<file path="config.mk">
export PLATFORM = sky130hd
export DESIGN_NAME = axi4_stream_rr_arbiter
export DESIGN_NICKNAME = d
export VERILOG_FILES = /design/src/rtl/axi4_stream_pkg.sv /design/src/rtl/rr_priority_sel.sv /design/src/rtl/axi4_stream_rr_arbiter.sv
export SDC_FILE = /design/constraint.sdc
export NUM_CORES = 1
export LEC_CHECK = 0
export ABC_AREA = 1
export BUFFER_PORTS_ARGS = -buffer_cell sky130_fd_sc_hd__buf_2
export CORE_AREA = 5 5 105 107
export DETAILED_ROUTE_END_ITERATION = 6
export DIE_AREA = 0 0 110 112
export PLACE_DENSITY = 0.66
export SLEW_MARGIN = 20
export SYNTH_ARGS = -nofsm -noshare
export SYNTH_HDL_FRONTEND = slang
export SYNTH_SLANG_ARGS = --single-unit
</file>
<file path="constraint.sdc">
create_clock -name aclk -period 5.12 [get_ports aclk]
set_clock_uncertainty 0.05 [all_clocks]
set_input_delay 0.256 -clock aclk [delete_from_list [all_inputs] [get_ports aclk]]
set_output_delay 0.256 -clock aclk [all_outputs]
set_load 0.01 [all_outputs]
</file>
<file path="src/rtl/axi4_stream_pkg.sv">
// Shared definitions for the AXI4-Stream round-robin arbiter.
//   calc_data_w / calc_keep_w : round a requested bus width up to whole bytes
//   calc_idx_w                : width of a source index
//   arb_state_t               : arbiter FSM encoding
package axi4_stream_pkg;

    typedef enum logic [0:0] {
        ARB_IDLE   = 1'b0,
        ARB_LOCKED = 1'b1
    } arb_state_t;

    function automatic int unsigned calc_data_w(input int unsigned bus_width);
        return (((bus_width - 1) / 8) + 1) * 8;
    endfunction

    function automatic int unsigned calc_keep_w(input int unsigned bus_width);
        return calc_data_w(bus_width) / 8;
    endfunction

    function automatic int unsigned calc_idx_w(input int unsigned n);
        return (n > 1) ? $clog2(n) : 1;
    endfunction

endpackage

</file>
<file path="src/rtl/rr_priority_sel.sv">
// Combinational round-robin selector: picks the first asserted request
// searching upward from (last_grant+1) mod N_SRC with wrap-around.
//   req        : per-source request vector
//   last_grant : index of the previously served source
//   grant      : one-hot winner (all zero when no request)
//   index      : binary winner index (zero when no request)
module rr_priority_sel
    import axi4_stream_pkg::*;
#(
    parameter  int unsigned N_SRC = 4,
    localparam int unsigned IDX_W = calc_idx_w(N_SRC)
) (
    input  logic [N_SRC-1:0] req,
    input  logic [IDX_W-1:0] last_grant,
    output logic [N_SRC-1:0] grant,
    output logic [IDX_W-1:0] index
);

    logic             found;
    logic [IDX_W-1:0] cand;

    // Walk the ring once, starting just after the last winner.
    always_comb begin
        grant = '0;
        index = '0;
        found = 1'b0;
        cand  = '0;
        for (int unsigned k = 1; k <= N_SRC; k++) begin
            cand = IDX_W'((32'(last_grant) + k) % N_SRC);
            if (!found && req[cand]) begin
                found       = 1'b1;
                grant[cand] = 1'b1;
                index       = cand;
            end
        end
    end

endmodule

</file>
<file path="src/rtl/axi4_stream_rr_arbiter.sv">
// Packet-level round-robin arbiter merging N_SRC AXI4-Stream sources onto one
// master port. A source keeps the grant until its tlast beat is accepted;
// each packet costs one arbitration bubble. Output is a single register stage.
//   aclk, aresetn                       : clock, async active-low reset
//   s_tvalid/s_tready/s_tdata/s_tkeep/s_tlast : packed slave ports
//   m_tvalid/m_tready/m_tdata/m_tkeep/m_tlast : master port
//   grant_id : index of the granted (or last granted) source
//   busy     : high while a packet is locked
module axi4_stream_rr_arbiter
    import axi4_stream_pkg::*;
#(
    parameter  int unsigned N_SRC     = 4,
    parameter  int unsigned BUS_WIDTH = 32,
    localparam int unsigned DATA_W    = calc_data_w(BUS_WIDTH),
    localparam int unsigned KEEP_W    = calc_keep_w(BUS_WIDTH),
    localparam int unsigned IDX_W     = calc_idx_w(N_SRC)
) (
    input  logic                    aclk,
    input  logic                    aresetn,
    input  logic [N_SRC-1:0]        s_tvalid,
    output logic [N_SRC-1:0]        s_tready,
    input  logic [N_SRC*DATA_W-1:0] s_tdata,
    input  logic [N_SRC*KEEP_W-1:0] s_tkeep,
    input  logic [N_SRC-1:0]        s_tlast,
    output logic                    m_tvalid,
    input  logic                    m_tready,
    output logic [DATA_W-1:0]       m_tdata,
    output logic [KEEP_W-1:0]       m_tkeep,
    output logic                    m_tlast,
    output logic [IDX_W-1:0]        grant_id,
    output logic                    busy
);

    arb_state_t       state;
    arb_state_t       state_nxt;
    logic [IDX_W-1:0] last_grant;
    logic [N_SRC-1:0] grant_q;
    logic [N_SRC-1:0] sel_grant;
    logic [IDX_W-1:0] sel_index;

    logic              out_ready_c;
    logic              arb_c;
    logic              accept_c;
    logic              pkt_end_c;
    logic              src_valid_c;
    logic              src_last_c;
    logic [DATA_W-1:0] src_data_c;
    logic [KEEP_W-1:0] src_keep_c;

    rr_priority_sel #(
        .N_SRC (N_SRC)
    ) u_sel (
        .req        (s_tvalid),
        .last_grant (last_grant),
        .grant      (sel_grant),
        .index      (sel_index)
    );

    // One-hot mux of the granted source's payload.
    always_comb begin
        src_valid_c = 1'b0;
        src_last_c  = 1'b0;
        src_data_c  = '0;
        src_keep_c  = '0;
        for (int unsigned i = 0; i < N_SRC; i++) begin
            if (grant_q[i]) begin
                src_valid_c = s_tvalid[i];
                src_last_c  = s_tlast[i];
                src_data_c  = s_tdata[i*DATA_W +: DATA_W];
                src_keep_c  = s_tkeep[i*KEEP_W +: KEEP_W];
            end
        end
    end

    // The output register can take a beat when empty or draining this cycle.
    assign out_ready_c = !m_tvalid || m_tready;
    assign arb_c       = (state == ARB_IDLE) && (|s_tvalid);
    assign accept_c    = (state == ARB_LOCKED) && src_valid_c && out_ready_c;
    assign pkt_end_c   = accept_c && src_last_c;

    // Next-state and slave-side ready; readies are zero in IDLE (the bubble).
    always_comb begin
        state_nxt = state;
        s_tready  = '0;
        case (state)
            ARB_IDLE: begin
                if (arb_c) begin
                    state_nxt = ARB_LOCKED;
                end
            end
            ARB_LOCKED: begin
                if (out_ready_c) begin
                    s_tready = grant_q;
                end
                if (pkt_end_c) begin
                    state_nxt = ARB_IDLE;
                end
            end
            default: begin
                state_nxt = ARB_IDLE;
            end
        endcase
    end

    // State register.
    always_ff @(posedge aclk or negedge aresetn) begin
        if (!aresetn) begin
            state <= ARB_IDLE;
        end else begin
            state <= state_nxt;
        end
    end

    // Grant bookkeeping; last_grant starts at N_SRC-1 so source 0 wins first.
    always_ff @(posedge aclk or negedge aresetn) begin
        if (!aresetn) begin
            grant_q    <= '0;
            grant_id   <= '0;
            last_grant <= IDX_W'(N_SRC - 1);
            busy       <= 1'b0;
        end else begin
            busy <= (state_nxt == ARB_LOCKED);
            if (arb_c) begin
                grant_q  <= sel_grant;
                grant_id <= sel_index;
            end
            if (pkt_end_c) begin
                last_grant <= grant_id;
            end
        end
    end

    // Output register stage; payload only moves on an accepted beat.
    always_ff @(posedge aclk or negedge aresetn) begin
        if (!aresetn) begin
            m_tvalid <= 1'b0;
            m_tdata  <= '0;
            m_tkeep  <= '0;
            m_tlast  <= 1'b0;
        end else begin
            if (out_ready_c) begin
                m_tvalid <= accept_c;
            end
            if (accept_c) begin
                m_tdata <= src_data_c;
                m_tkeep <= src_keep_c;
                m_tlast <= src_last_c;
            end
        end
    end

endmodule

</file>
==> summary.md, run 1 <==
| Metric | Value |
|---|---|
| Maximum number of pins on one net before global-route repair | 79 |
| Outcome | complete, but fails checks |
| Worst hold path type | input pin to async pin |
| Count of maximum capacitance violations | 0 |
| Routed via count | around 4,100 |
| P&R area growth vs syn | 33.0% |
| Family with the most delay on the worst path | simple AND/OR/NAND/NOR gates |
| Skew-Pair Late Insertion Delay | 0.29 ns |
| Part of the total power dissipated in sequential elements | 28.6% |
| TritonCTS clock tree | built |
| Minimum clock period after layout | 2.73 ns |
| CP dominant cell by count | sky130_fd_sc_hd__nand2_1 |
| Fraction of the yosys area taken by sequential cells | between 30% and 40% |
| Final Hold Slack | -0.0134 ns |
| Fraction of final layout cells with drive strength greater than 1 | 30.2% |
| R2R Setup Slk | approximately 2.4 ns |
| Chain of cells forming the critical path | a21oi_1 -> nand2_1 -> nand2_1 -> nor2_4 -> inv_2 -> nand2_1 -> nand2_1 |
| Period utilization | roughly 53% |
| Yosys reg bits | 47 |
| Type of the worst setup path | register to register |
| Wire length of the first global-routing pass | ~18,000 µm |
| Peak Freq | roughly 370 MHz |
| Number of cells on the critical path | 7 |
| Port Buffer Count | 199 |
| Data required time of the worst path | roughly 5.3 ns |
| Bufs on Longest Clock Path | 2 |
| Mean instance size in the synthesized netlist | 6.22 µm² |
| Cell types with the largest area share after synthesis | sky130_fd_sc_hd__dfrtp_1 (33%), sky130_fd_sc_hd__nand2_1 (29%), sky130_fd_sc_hd__o21ai_0 (8.2%) |
| Share of the synthesized area in the top cell type | 32.9% |
| CTS Root Cell | sky130_fd_sc_hd__clkbuf_8 |
| GRT Total Usage | ~18% |
| Buffers inserted during post-CTS setup optimization | 0 |
| Vias in the first global route | 3,860 |
| Actual transition at the worst max-transition pin | 0.888 ns |
| Sinks on the clock net | 47 |
| CTS H-Tree Depth | 2 |
| R2R depth | 7 |
| 1st-pass router iterations | 4 |
| Cell-internal power | around 0.0013 W |
| Total setup violations reported at the end of the flow | 0 |
| Number of max-slew violations in the final report | 0 |
| Proportion of total power due to net switching | about 52% |
| CP max FO | 78 |
| Cells resized by post-CTS repair | 0 |
| Placer Congestion | a little under 0.9 |
| GRT Residual Overflow | 0 |
| Total leakage power | 2.56 nW |
| Count of mapped cells out of synthesis | between 500 and 600 |
| Net switching power | about 0.0014 W |
| Buffers and inverters on the worst path | 1 |
| DP Wirelength | 8990 µm |
| Die H | 112 µm |
| Final TNS setup | 0 ns |
| Critical path startpoint category | register |
| Number of buffers added to fix hold violations after cts | 0 |
| Final-stage net count | ~890 |
| Peak supply drop | 0.310 mV |
| DRC viols | 0 |
| Average detailed-routed wire length per instance | 13.7 µm |
| Setup repair after global routing missed its margin | no |
| DRC marker count from the first detailed-route iteration | 220 |
| Fraction of power consumed by the clock network | 10.5% |
| Worst-path clk slew | 0.09 ns |
| Slew headroom | 40.7% |
| Power Density | 588 nW/µm² |
| Failing checks | negative hold slack |
| N_diodes | 0 |
| Number of hold-slack violations in the final timing report | 5 |
| Num CTS Buffers | 5 |
| Final antenna-violating net count | 0 |
| Area of the core | ~10,000 µm² |
| Initial Utilization | roughly 34% |
| Count of pins on the block boundary | 200 |
| Start of the worst register-to-register path | grant_q[3] |
| Crit path arrival time | 2.86 ns |
| Total number of placement rows | 37 |
| Die Wd | 110 µm |
| Comb power frac | 60.9% |
| Terminus of the critical flop-to-flop path | m_tdata[17] |
| Wire length reported by the detailed router | 11,900 µm |
| Number of library cell types mapped by synthesis | 20 |
| Average via count per standard cell | 4.75 |
| Nature of the critical path endpoint | register |
| Cell taking the most area after synthesis | sky130_fd_sc_hd__dfrtp_1 |
| Net count after synthesis | about 710 |
| Util after Layout | 45.4% |
| CP peak stage delay | a little under 0.9 ns |
| Syn. warnings | 0 |
| Die area | between 10,000 and 15,000 µm² |
| Number of antenna violations at the first check in global routing | 0 |
| Synthesized area | 3430 µm² |
| Slowest cell on crit path | sky130_fd_sc_hd__dfrtp_4 |
[power by group through the flow]
stage / combinational, W / sequential (W) / clock [W]
2_1_floorplan: 0.00120 / 0.000739 / 0
3_3_place_gp: 0.00162 / 0.000767 / 0
3_5_place_dp: 0.00166 / 0.000772 / 0
4_1_cts: 0.00166 / 0.000767 / 0.000287
5_1_grt: 0.00188 / 0.000806 / 0.000304
6_report: 0.00163 / 0.000767 / 0.000280
[cells in the final DEF (no fill, tap or decap)]
master / n
sky130_fd_sc_hd__nand2_1: 268
sky130_fd_sc_hd__buf_2: 199
sky130_fd_sc_hd__o21ai_0: 56
sky130_fd_sc_hd__dfrtp_1: 44
sky130_fd_sc_hd__a21oi_1: 42
sky130_fd_sc_hd__nand3_1: 26
sky130_fd_sc_hd__o21ai_1: 22
sky130_fd_sc_hd__nor2_1: 20
sky130_fd_sc_hd__inv_1: 18
sky130_fd_sc_hd__ha_1: 8
sky130_fd_sc_hd__clkbuf_8: 6
sky130_fd_sc_hd__nor3_1: 5
sky130_fd_sc_hd__buf_4: 4
sky130_fd_sc_hd__inv_2: 3
sky130_fd_sc_hd__nor2_4: 2
sky130_fd_sc_hd__dfstp_2: 2
sky130_fd_sc_hd__nand3_2: 1
sky130_fd_sc_hd__nand2_2: 1
sky130_fd_sc_hd__a21boi_0: 1
sky130_fd_sc_hd__clkinv_2: 1
sky130_fd_sc_hd__bufinv_16: 1
sky130_fd_sc_hd__dfrtp_4: 1
[how the worst max path moves through the flow]
stage / from / to
final: grant_q[3] / m_tdata[17]
after global routing: grant_q[3] / m_tdata[10]
after CTS: grant_q[3] / m_tdata[17]
after detailed placement: grant_q[3] / m_tdata[17]
after global placement: grant_q[3] / m_tdata[7]
after floorplan: last_grant[1] / grant_id[0]
[worst register-to-register path, stage by stage (launching register included)]
cell                      delay, ns
sky130_fd_sc_hd__dfrtp_4       0.88
sky130_fd_sc_hd__a21oi_1       0.09
sky130_fd_sc_hd__nand2_1       0.10
sky130_fd_sc_hd__nand2_1       0.09
sky130_fd_sc_hd__nor2_4        0.68
sky130_fd_sc_hd__inv_2         0.49
sky130_fd_sc_hd__nand2_1       0.17
sky130_fd_sc_hd__nand2_1       0.07
[per-stage QoR]
| step | setup slack, ns | std cells | power [W] | cell area, µm² |
|---|---|---|---|---|
| 2_1_floorplan | 3.24 | 551 | 0.00194 | 3430 |
| 3_3_place_gp | 2.15 | 859 | 0.00239 | 4440 |
| 3_5_place_dp | 2.07 | 859 | 0.00243 | 4440 |
| 4_1_cts | 2.07 | 867 | 0.00271 | 4560 |
| 5_1_grt | 2.00 | 867 | 0.00299 | 4560 |
| 6_report | 2.39 | 867 | 0.00268 | 4560 |
[kinds of logic (layout without fill, tap and decap cells)]
logic type                 count (synthesis)  in the layout  share of synthesized area, %
and+or+nand+nor                          323            323                          37.2
AOI/OAI and AO/OA                        121            121                          17.7
buffers and inverters                     52            232                          7.74
DFF                                       47             47                          34.4
adders and majority gates                  8              8                          2.92
[layout make-up]
cell class / instances / area [µm²]
tap: 136 / 170
clock buffer: 6 / 82.6
fill: 1109 / 5490
sequential: 47 / 1180
multi-input combinational: 452 / 1980
timing repair buffer: 203 / 1030
clock inverter: 2 / 35.0
inverter: 21 / 78.8
[synthesized netlist by cell type]
library cell	instances
sky130_fd_sc_hd__nand2_1	268
sky130_fd_sc_hd__o21ai_0	56
sky130_fd_sc_hd__dfrtp_1	45
sky130_fd_sc_hd__a21oi_1	42
sky130_fd_sc_hd__nand3_1	26
sky130_fd_sc_hd__o21ai_1	22
sky130_fd_sc_hd__nor2_1	20
sky130_fd_sc_hd__inv_1	18
sky130_fd_sc_hd__buf_2	11
sky130_fd_sc_hd__clkbuf_1	10
sky130_fd_sc_hd__ha_1	8
sky130_fd_sc_hd__buf_4	5
sky130_fd_sc_hd__buf_6	5
sky130_fd_sc_hd__nor3_1	5
sky130_fd_sc_hd__inv_2	3
sky130_fd_sc_hd__dfstp_2	2
sky130_fd_sc_hd__nor2_4	2
sky130_fd_sc_hd__a21boi_0	1
sky130_fd_sc_hd__nand2_2	1
sky130_fd_sc_hd__nand3_2	1
[sequential cells by signal (all words and copies together) (netlist names)]
| register | count |
|---|---|
| m_tlast | 1 |
| m_tvalid | 1 |
| grant_q | 4 |
| grant_id | 2 |
| busy | 1 |
| m_tkeep | 4 |
| m_tdata | 32 |
| last_grant | 2 |
[metal layers]
| layer | track usage [%] | vias up | routed length [µm] |
|---|---|---|---|
| met5 | 0 | - | 0 |
| met4 | 4.90 | 0 | 167 |
| met3 | 2.84 | 12 | 817 |
| met2 | 32.6 | 132 | 5940 |
| met1 | 22.6 | 1845 | 4960 |
| li1 | - | 2130 | - |
Power figures use the tool's default switching activity.
==> run 2, diff against run 1 <==
--- a/config.mk
+++ b/config.mk
@@ -10,7 +10,7 @@
 export CORE_AREA = 5 5 105 107
 export DETAILED_ROUTE_END_ITERATION = 6
 export DIE_AREA = 0 0 110 112
-export PLACE_DENSITY = 0.66
+export PLACE_DENSITY = 0.68
 export SLEW_MARGIN = 20
 export SYNTH_ARGS = -nofsm -noshare
 export SYNTH_HDL_FRONTEND = slang
==> constraint.sdc (replaced) <==
create_clock -name aclk -period 2.21 [get_ports aclk]
set_clock_uncertainty 0.05 [all_clocks]
set_input_delay 0.1105 -clock aclk [delete_from_list [all_inputs] [get_ports aclk]]
set_output_delay 0.1105 -clock aclk [all_outputs]
set_load 0.01 [all_outputs]
==> run 2 against run 1 <==
The run now ends clean. Worst setup slack worse by 2.1 ns. Critical path depth up 3. Final area up 2.6%. Total power up 140%. Maximum frequency up 39%. Final cell count up 1.3%. Sequential share of layout area down 0.70 points. Global-route usage up 0.85 points. Routed wire length up 3.4%. Clock-buffer cell count down 1. Clock power rose to 2.7 times the previous value. Utilization up 1.2 points. Critical path type unchanged.
==> summary.md, run 2 (same netlist as run 1, synthesis figures left out) <==
| Metric | Value |
|---|---|
| Outcome | completed |
| Number of antenna violations at the first check in global routing | 0 (unchanged) |
| Vias in the first global route | 4,017 (+4.1%) |
| Wire length reported by the detailed router | 12,300 µm (+3.4%) |
| Total cell area at the placement stage | 4520 µm² (+1.8%) |
| DRC viols | 0 (unchanged) |
| Proportion of total power due to net switching | 50.5% (-1.1 points) |
| Die Wd | 110 µm (unchanged) |
| CTS Root Cell | sky130_fd_sc_hd__clkbuf_8 |
| Minimum clock period after layout | 1.96 ns (-0.763 ns) |
| FILL cells | 1,088 (-1.9%) |
| Count of placed standard cells including taps | 868 (+1.0%) |
| Actual transition at the worst max-transition pin | 0.837 ns (-0.0506 ns) |
| Number of hold-slack violations in the final timing report | 0 (-5) |
| Worst hold path type | input pin to register |
| N_diodes | 0 (unchanged) |
| Type of the worst setup path | register to register |
| Buffers and inverters on the worst path | 2 (+1) |
| TritonCTS clock tree | built |
| Comb power frac | 64.6% (+3.7 points) |
| Final antenna-violating net count | 0 (unchanged) |
| Most used cells in the layout excluding fill and tap cells | sky130_fd_sc_hd__nand2_1 (268), sky130_fd_sc_hd__buf_2 (199), sky130_fd_sc_hd__o21ai_0 (56) |
| Slowest cell on crit path | sky130_fd_sc_hd__dfstp_2 |
| CP max FO | 6 (-92%) |
| Crit path arrival time | 2.15 ns (-0.71 ns) |
| Final-stage net count | 904 (+1.2%) |
| Count of pins on the block boundary | 200 (unchanged) |
| Port Buffer Count | 199 (unchanged) |
| Nature of the critical path endpoint | register |
| Total number of placement rows | 37 (unchanged) |
| Number of max-slew violations in the final report | 0 (unchanged) |
| Peak supply drop | 0.770 mV (+150%) |
| Bufs on Longest Clock Path | 2 (unchanged) |
| Family with the most delay on the worst path | simple AND/OR/NAND/NOR gates |
| Number of buffers added to fix hold violations after cts | 2 (+2) |
| Routed via count | 4,225 (+2.6%) |
| Largest registers | m_tdata x32, grant_q x4, m_tkeep x4 |
| Cell Count, Final, Fillers Out | 878 (+1.3%) |
| Data required time of the worst path | 2.39 ns (-2.87 ns) |
| Fraction of power consumed by the clock network | 11.5% (+1.0 points) |
| Total leakage power | 2.61 nW (+2.3%) |
| Final TNS setup | 0 ns (unchanged) |
| Peak Freq | 509 MHz (+39%) |
| GRT Residual Overflow | 0 (unchanged) |
| Power Density | 1380 nW/µm² (+140%) |
| Skew-Pair Late Insertion Delay | 0.30 ns (about the same) |
| Period utilization | 88.9% (+36 points) |
| Slew headroom | 44.2% (+3.5 points) |
| P&R area growth vs syn | 36.4% |
| CP peak stage delay | 0.54 ns (-0.34 ns) |
| Fraction of final layout cells with drive strength greater than 1 | 31.0% (+0.76 points) |
| DRC marker count from the first detailed-route iteration | 258 (+17%) |
| Area of the core | 10,000 µm² (unchanged) |
| Num CTS Buffers | 5 (unchanged) |
| CTS H-Tree Depth | 2 (unchanged) |
| DP Wirelength | 9400 µm (+4.5%) |
| Worst-path clk slew | 0.09 ns (about the same) |
| GRT Total Usage | 19.2% (+0.85 points) |
| Average via count per standard cell | 4.81 (+1.3%) |
| Chain of cells forming the critical path | inv_1 -> ha_1 -> inv_1 -> nand3_1 -> nand2_1 -> nor2_1 -> nand3_1 -> nand3_1 -> nor2_1 -> nor2_1 |
| Critical path startpoint category | register |
| Sinks on the clock net | 47 (unchanged) |
| Wire length of the first global-routing pass | 19,300 µm (+5.4%) |
| Total setup violations reported at the end of the flow | 0 (unchanged) |
| Cell-internal power | 0.00320 W (+150%) |
| Cells resized by post-CTS repair | 0 (unchanged) |
| 1st-pass router iterations | 6 (+2) |
| Die area | 12,300 µm² (unchanged) |
| Maximum number of pins on one net before global-route repair | 76 (-3.8%) |
| Setup repair after global routing missed its margin | no |
| Placer Congestion | 0.861 (-2.8%) |
| Part of the total power dissipated in sequential elements | 23.9% (-4.7 points) |
| Flip-flop count of the largest register, all copies and words added | 32 (unchanged) |
| Average detailed-routed wire length per instance | 14.0 µm (+2.1%) |
| Util after Layout | 46.5% (+1.2 points) |
| Post-route standard cell area excluding fillers | 4670 µm² (+2.6%) |
| Net switching power | 0.00326 W (+140%) |
| Die H | 112 µm (unchanged) |
| Most frequent standard cell in the layout excluding fill and tap cells | sky130_fd_sc_hd__nand2_1 |
| Buffers inserted during post-CTS setup optimization | 0 (unchanged) |
| Largest Register | m_tdata |
| Initial Utilization | 34.1% (unchanged) |
| Count of maximum capacitance violations | 0 (unchanged) |
-- run 2: final timing paths --
kind	start	endpoint	slack, ns	depth (start not counted)
worst min register to register	m_tdata[16]	m_tdata[16]	0.42	2
worst max-delay path	last_grant[1]	grant_q[1]	0.25	10
max in group asynchronous	aresetn	m_tdata[24]	1.03	3
worst max register to register	last_grant[1]	grant_q[1]	0.25	10
worst min-delay path	s_tkeep[13]	m_tkeep[1]	0.06	5
min in group asynchronous	aresetn	m_tdata[16]	0.41	2
-- run 2: worst register-to-register path: stages (launching register included) --
cell and delay, ns:
sky130_fd_sc_hd__dfstp_2 0.54, sky130_fd_sc_hd__inv_1 0.05, sky130_fd_sc_hd__ha_1 0.32, sky130_fd_sc_hd__inv_1 0.11, sky130_fd_sc_hd__nand3_1 0.09, sky130_fd_sc_hd__nand2_1 0.05
sky130_fd_sc_hd__nor2_1 0.34, sky130_fd_sc_hd__nand3_1 0.12, sky130_fd_sc_hd__nand3_1 0.10, sky130_fd_sc_hd__nor2_1 0.04, sky130_fd_sc_hd__nor2_1 0.09
-- run 2: stage by stage --
step                      hold WS [ns]  total power (W)  worst slack [ns]
after floorplan                 -0.235          0.00449             0.326
final                           0.0637          0.00646             0.246
after detailed placement         0.211          0.00576             0.254
after global placement           0.225          0.00570             0.342
after CTS                       0.0541          0.00654             0.261
after global routing            0.0719          0.00721            0.0208
-- run 2: power by group through the flow --
stage / clock, W / combinational [W] / sequential (W)
2_1_floorplan: 0 / 0.00278 / 0.00171
3_3_place_gp: 0 / 0.00415 / 0.00155
3_5_place_dp: 0 / 0.00421 / 0.00156
4_1_cts: 0.000774 / 0.00422 / 0.00155
5_1_grt: 0.000805 / 0.00480 / 0.00160
6_report: 0.000743 / 0.00417 / 0.00155
-- run 2: area by class of cell --
type / instances / area (µm²) / area share, %
repair buffers: 214 / 1130 / 24.1
inverters: 21 / 78.8 / 1.69
well taps: 136 / 170 / 3.64
clock inverters: 3 / 67.6 / 1.45
flip-flops and latches: 47 / 1180 / 25.2
clock buffers: 5 / 68.8 / 1.47
multi-input cells: 452 / 1980 / 42.4
-- run 2: per-layer routing --
layer / part of all wire (%) / GRT usage [%]
met1: 41 / 23.0
met2: 50 / 34.7
met3: 8.2 / 3.88
met4: 1.1 / 4.24
met5: 0 / 0
